==> src/rtl/add_arb_pkg.sv <==
// add_arb_pkg: shared FSM state type and default datapath width for add_arbiter.
package add_arb_pkg;
  typedef enum logic {IDLE, EXEC} state_t;
  localparam int ADD_W = 16;
endpackage

==> src/rtl/add_arbiter_if.sv <==
// add_arbiter_if: request/grant/result bundle between the requesting units and the adder arbiter.
interface add_arbiter_if import add_arb_pkg::*; #(parameter int N = 4, parameter int W = ADD_W);
  logic [N-1:0] req;
  logic [N*W-1:0] op_a;
  logic [N*W-1:0] op_b;
  logic [N-1:0] gnt;
  logic [N-1:0] done;
  logic [W-1:0] result;
  logic busy;
  modport master(output req, op_a, op_b, input gnt, done, result, busy);
  modport slave(input req, op_a, op_b, output gnt, done, result, busy);
endinterface

==> src/rtl/add.sv <==
// add: the shared combinational adder; the sum wraps modulo 2^W with no carry out.
module add #(parameter int W = 16) (
  input  logic [W-1:0] a,
  input  logic [W-1:0] b,
  output logic [W-1:0] y
);
  assign y = a + b;
endmodule

==> src/rtl/add_arbiter.sv <==
// add_arbiter: round-robin arbiter sharing one add instance between N requesters;
// grant cycle latches operands, next edge registers the sum and pulses done to the winner.
module add_arbiter import add_arb_pkg::*; #(parameter int N = 4, parameter int W = ADD_W) (
  input logic clk,
  input logic rst_n,
  add_arbiter_if.slave bus
);
  localparam int PW = N > 1 ? $clog2(N) : 1;
  state_t state;
  logic [PW-1:0] ptr, win;
  logic [N-1:0] sel;
  logic [W-1:0] a, b, sum;
  // Scan from farthest to nearest so the first requester at or after p wins.
  function automatic logic [PW-1:0] rr_pick(input logic [N-1:0] r, input logic [PW-1:0] p);
    int idx;
    rr_pick = p;
    for (int k = N - 1; k >= 0; k--) begin
      idx = (int'(p) + k) % N;
      if (r[idx]) rr_pick = PW'(idx);
    end
  endfunction
  assign win = rr_pick(bus.req, ptr);
  always_comb begin
    sel = '0;
    sel[win] = 1'b1;
  end
  add #(.W(W)) u_add (.a(a), .b(b), .y(sum));
  always_ff @(posedge clk or negedge rst_n) begin
    if (!rst_n) begin
      state <= IDLE;
      bus.gnt <= '0;
      bus.done <= '0;
      bus.result <= '0;
      bus.busy <= 1'b0;
      ptr <= '0;
      a <= '0;
      b <= '0;
    end else if (state == IDLE) begin
      bus.done <= '0;
      if (|bus.req) begin
        state <= EXEC;
        bus.gnt <= sel;
        bus.busy <= 1'b1;
        a <= bus.op_a[int'(win)*W +: W];
        b <= bus.op_b[int'(win)*W +: W];
        ptr <= win == PW'(N - 1) ? '0 : win + PW'(1);
      end
    end else begin
      state <= IDLE;
      bus.result <= sum;
      bus.done <= bus.gnt;
      bus.gnt <= '0;
      bus.busy <= 1'b0;
    end
  end
endmodule

==> src/flat_wrapper.sv <==
// flat-port wrapper written by rule: the top's interface ports become plain ports
module add_arbiter_flat import add_arb_pkg::*;
#(parameter int N = 4, parameter int W = ADD_W)
  (clk, rst_n, bus_req, bus_op_a, bus_op_b, bus_gnt, bus_done, bus_result, bus_busy);
  add_arbiter_if #(.N(N), .W(W)) bus_i ();
  input logic clk;
  input logic rst_n;
  input wire logic [$bits(bus_i.req)-1:0] bus_req;
  input wire logic [$bits(bus_i.op_a)-1:0] bus_op_a;
  input wire logic [$bits(bus_i.op_b)-1:0] bus_op_b;
  output wire logic [$bits(bus_i.gnt)-1:0] bus_gnt;
  output wire logic [$bits(bus_i.done)-1:0] bus_done;
  output wire logic [$bits(bus_i.result)-1:0] bus_result;
  output wire logic [$bits(bus_i.busy)-1:0] bus_busy;
  assign bus_i.req = bus_req;
  assign bus_i.op_a = bus_op_a;
  assign bus_i.op_b = bus_op_b;
  assign bus_gnt = bus_i.gnt;
  assign bus_done = bus_i.done;
  assign bus_result = bus_i.result;
  assign bus_busy = bus_i.busy;
  add_arbiter #(.N(N), .W(W)) u_core (.clk(clk), .rst_n(rst_n), .bus(bus_i));
endmodule
==> config.mk <==
export PLATFORM = sky130hd
export DESIGN_NAME = add_arbiter_flat
export DESIGN_NICKNAME = d
export VERILOG_FILES = /design/src/rtl/add_arb_pkg.sv /design/src/rtl/add_arbiter_if.sv /design/src/rtl/add.sv /design/src/rtl/add_arbiter.sv /design/src/flat_wrapper.sv
export SDC_FILE = /design/constraint.sdc
export NUM_CORES = 1
export LEC_CHECK = 0
export BUFFER_PORTS_ARGS = -buffer_cell sky130_fd_sc_hd__buf_4
export CAP_MARGIN = 15
export CORE_MARGIN = 2
export CORE_UTILIZATION = 45
export DETAILED_ROUTE_END_ITERATION = 6
export GPL_TIMING_DRIVEN = 0
export PLACE_DENSITY_LB_ADDON = 0.05
export RECOVER_POWER = 100
export SLEW_MARGIN = 0
export SYNTH_ARGS = -nofsm -noshare
export SYNTH_HDL_FRONTEND = slang
export SYNTH_SLANG_ARGS = --single-unit
==> constraint.sdc <==
create_clock -name clk -period 2.3 [get_ports clk]
set_clock_uncertainty 0.2 [all_clocks]
set_input_delay 0.46 -clock clk [delete_from_list [all_inputs] [get_ports clk]]
set_output_delay 0.46 -clock clk [all_outputs]
set_load 0.03 [all_outputs]
==> metrics.csv <==
metric;value;unit
vias;3516;
cts_tree;yes;
fp.dieW;98.3;um
slew_headroom;0.0278;
ys.flop_type;dfrtp_1;
grt-ovfl-total;0;
fmax;438;MHz
crit_path_cell_trace;ha_2 > fa_2 > a21oi_2 > o211a_1 > o21bai_1 > a21oi_1 > xnor2_1 > mux2_2;
crit_arrival;2.30;ns
io-pin-count;159;
cts_made_buffers;9;
hold_class;in -> reg;
fin_crit_sh;0.993;
synthArstFlopShare;1.00;
start_kind;register;
initial_utilization;0.461;
critPathMaxFanout;4;
placeableCoreArea;8680;sq um
clockRootBuffer;clkbuf_8;
clk_pin_slew_worst_paths;0.07;ns
cp.required;2.32;ns
slowest_stage;dfrtp_1;
p_leak;2.83;nW
drive_gt1_frac;0.385;
grt_max_degree;61;
max_cap_violations;0;
ys_seq_area_frac;0.376;
ys_warn_count;0;
synthCells;368;
critical_path_class;reg -> reg;
grt_pass1_wl;17.7;mm
worstMarginPinSlew;1.46;ns
total_power;0.00774;W
antenna_left;0;
port_buffers;158;
drc;0;
via_per_inst;5.38;
cts.sinks;60;
clkLatencyLatePin;0.34;ns
first_pass_iters;4;
num_antenna_cells;0;
wl;11.2;mm
track_usage;0.232;
die_h;98.3;um
crit_path_end_kind;register;
setup_tns;0;ns
cts.htree.levels;3;
slowest_delay;0.42;ns
detail_route.wl_per_cell;17.1;um
ys_ff_latch;60;
fp.dieArea;9650;sq um
yosysUniqueCellTypes;51;
status;completed;
first_global_vias;3529;
synth_nets;522;
clockBufferDepth;2;
dp_hpwl;8.67;mm
syn_to_final_growth;39.9;%
drt-initial-drc-count;92;
synth_area;4000;sq um
maxSlewViolCount;0;
powerDensity;1380;nW/um^2
place.gp.congestion;0.838;
post-route-min-period;2.28;ns
ir_worst_vdd;556;uV
syn_area_per_cell;10.9;sq um
nNetsFinal;697;
setup_violations;0;
finalHoldViolCount;0;
rows;34;
antenna_found_initial;0;
rsz0062_at_grt;true;
synth-edff-count;0;
-- cells in the final DEF, fill, tap and decap left out, drive strengths merged, types with 11 or more instances in the layout --
cell    synthesis  routed
buf            13     152
a21oi          17      17
clkbuf         10      48
mux2           11      11
a21o           35      35
dfrtp          60      60
ha             19      19
nand2          15      15
o22ai          30      30
mux2i          71      71
-- repair_timing --
| action | in CTS | in global routing |
|---|---|---|
| resized for setup | 8 | 17 |
| endpoints found under the setup margin | 5 | 9 |
| pin swaps | 2 | 7 |
| hold buffers | 0 | 0 |
| setup buffers | 2 | 5 |
-- worst max-delay path, delay by kind of cell, from the launching register on --
kind,cells,cell delay [ns]
compound gates,4,0.60
fa+ha+maj,2,0.59
flops,1,0.42
mux,1,0.26
xor+xnor,1,0.09
-- worst paths after layout --
| path | start | end | slack (ns) | cells after the start |
|---|---|---|---|---|
| max | u_core.a[0] | u_core.bus.result[8] | 0.02 | 8 |
| min | bus_op_a[47] | u_core.a[15] | 0.21 | 3 |
| max reg2reg | u_core.a[0] | u_core.bus.result[8] | 0.02 | 8 |
| min reg2reg | u_core.a[11] | u_core.a[11] | 0.28 | 1 |
| max in group asynchronous | rst_n | u_core.b[5] | 0.75 | 1 |
| min in group asynchronous | rst_n | u_core.bus.result[13] | 0.27 | 1 |
-- power breakdown --
part           internal [W]  switching, W  leakage (nW)
registers           0.00155      0.000356         0.734
clock network      0.000607      0.000390         0.108
logic               0.00226       0.00257          1.99
total               0.00443       0.00332          2.83
-- metrics by stage --
stage	instance area [sq um]	hold slack, ns	std cells	worst slack [ns]	utilization
3_3_place_gp	5320	0.264	634	-0.0951	0.613
2_1_floorplan	4000	-0.0356	368	0.0909	-
4_1_cts	5570	0.0116	650	0.0134	0.642
6_report	5590	0.214	654	0.0157	0.644
5_1_grt	5590	0.243	654	-0.0406	0.644
3_5_place_dp	5320	0.273	634	-0.129	0.613
-- final cells by class --
type | instances | area [sq um]
Inverter | 8 | 32.5
Timing Repair Buffer | 165 | 1140
Buffer | 22 | 211
Tap cell | 108 | 135
Clock inverter | 1 | 30.0
Clock buffer | 13 | 179
Multi-Input combinational cell | 277 | 2360
Sequential cell | 60 | 1500
Fill cell | 754 | 3090
-- cells in the mapped netlist, types with 3 or more instances --
cell type | instances | share of area
a21o_1 | 35 | 0.066
a21oi_1 | 17 | 0.021
and2_1 | 4 | 0.0063
buf_12 | 3 | 0.015
buf_6 | 6 | 0.017
clkbuf_1 | 8 | 0.0075
dfrtp_1 | 60 | 0.38
ha_1 | 19 | 0.059
inv_1 | 6 | 0.0056
mux2_2 | 11 | 0.031
mux2i_1 | 71 | 0.18
nand2_1 | 13 | 0.012
nand2b_1 | 3 | 0.0047
nand3_1 | 8 | 0.010
nand4_1 | 4 | 0.0063
nor2_1 | 9 | 0.0085
nor2b_1 | 4 | 0.0063
o211ai_1 | 3 | 0.0056
o21ai_0 | 5 | 0.0063
o21ai_1 | 3 | 0.0038
o21bai_1 | 3 | 0.0056
o22ai_1 | 30 | 0.047
xnor2_1 | 8 | 0.018
xor2_1 | 3 | 0.0066
-- state kept, by name, summed over array words and instances, names as in the netlist --
name,count
u_core.b,16
u_core.bus.busy,1
u_core.state,1
u_core.bus.result,16
u_core.bus.done,4
u_core.ptr,2
u_core.bus.gnt,4
u_core.a,16
-- cells by family (layout without fill, tap and decap cells) --
family	count (synthesis)	after routing	share of synthesized area
mux	82	82	0.209
flops	60	60	0.376
compound gates	109	109	0.187
buf+inv	31	209	0.0620
simple gates	55	55	0.0782
fa+ha+maj	20	20	0.0645
xor+xnor	11	11	0.0241
-- metal layers --
layer	track usage	vias up	share of wire
met5	0	-	0
met1	0.319	1658	0.46
met4	0.0738	0	0.013
met3	0.0451	12	0.056
li1	-	1722	-
met2	0.371	124	0.48
Power figures use the tool's default switching activity.
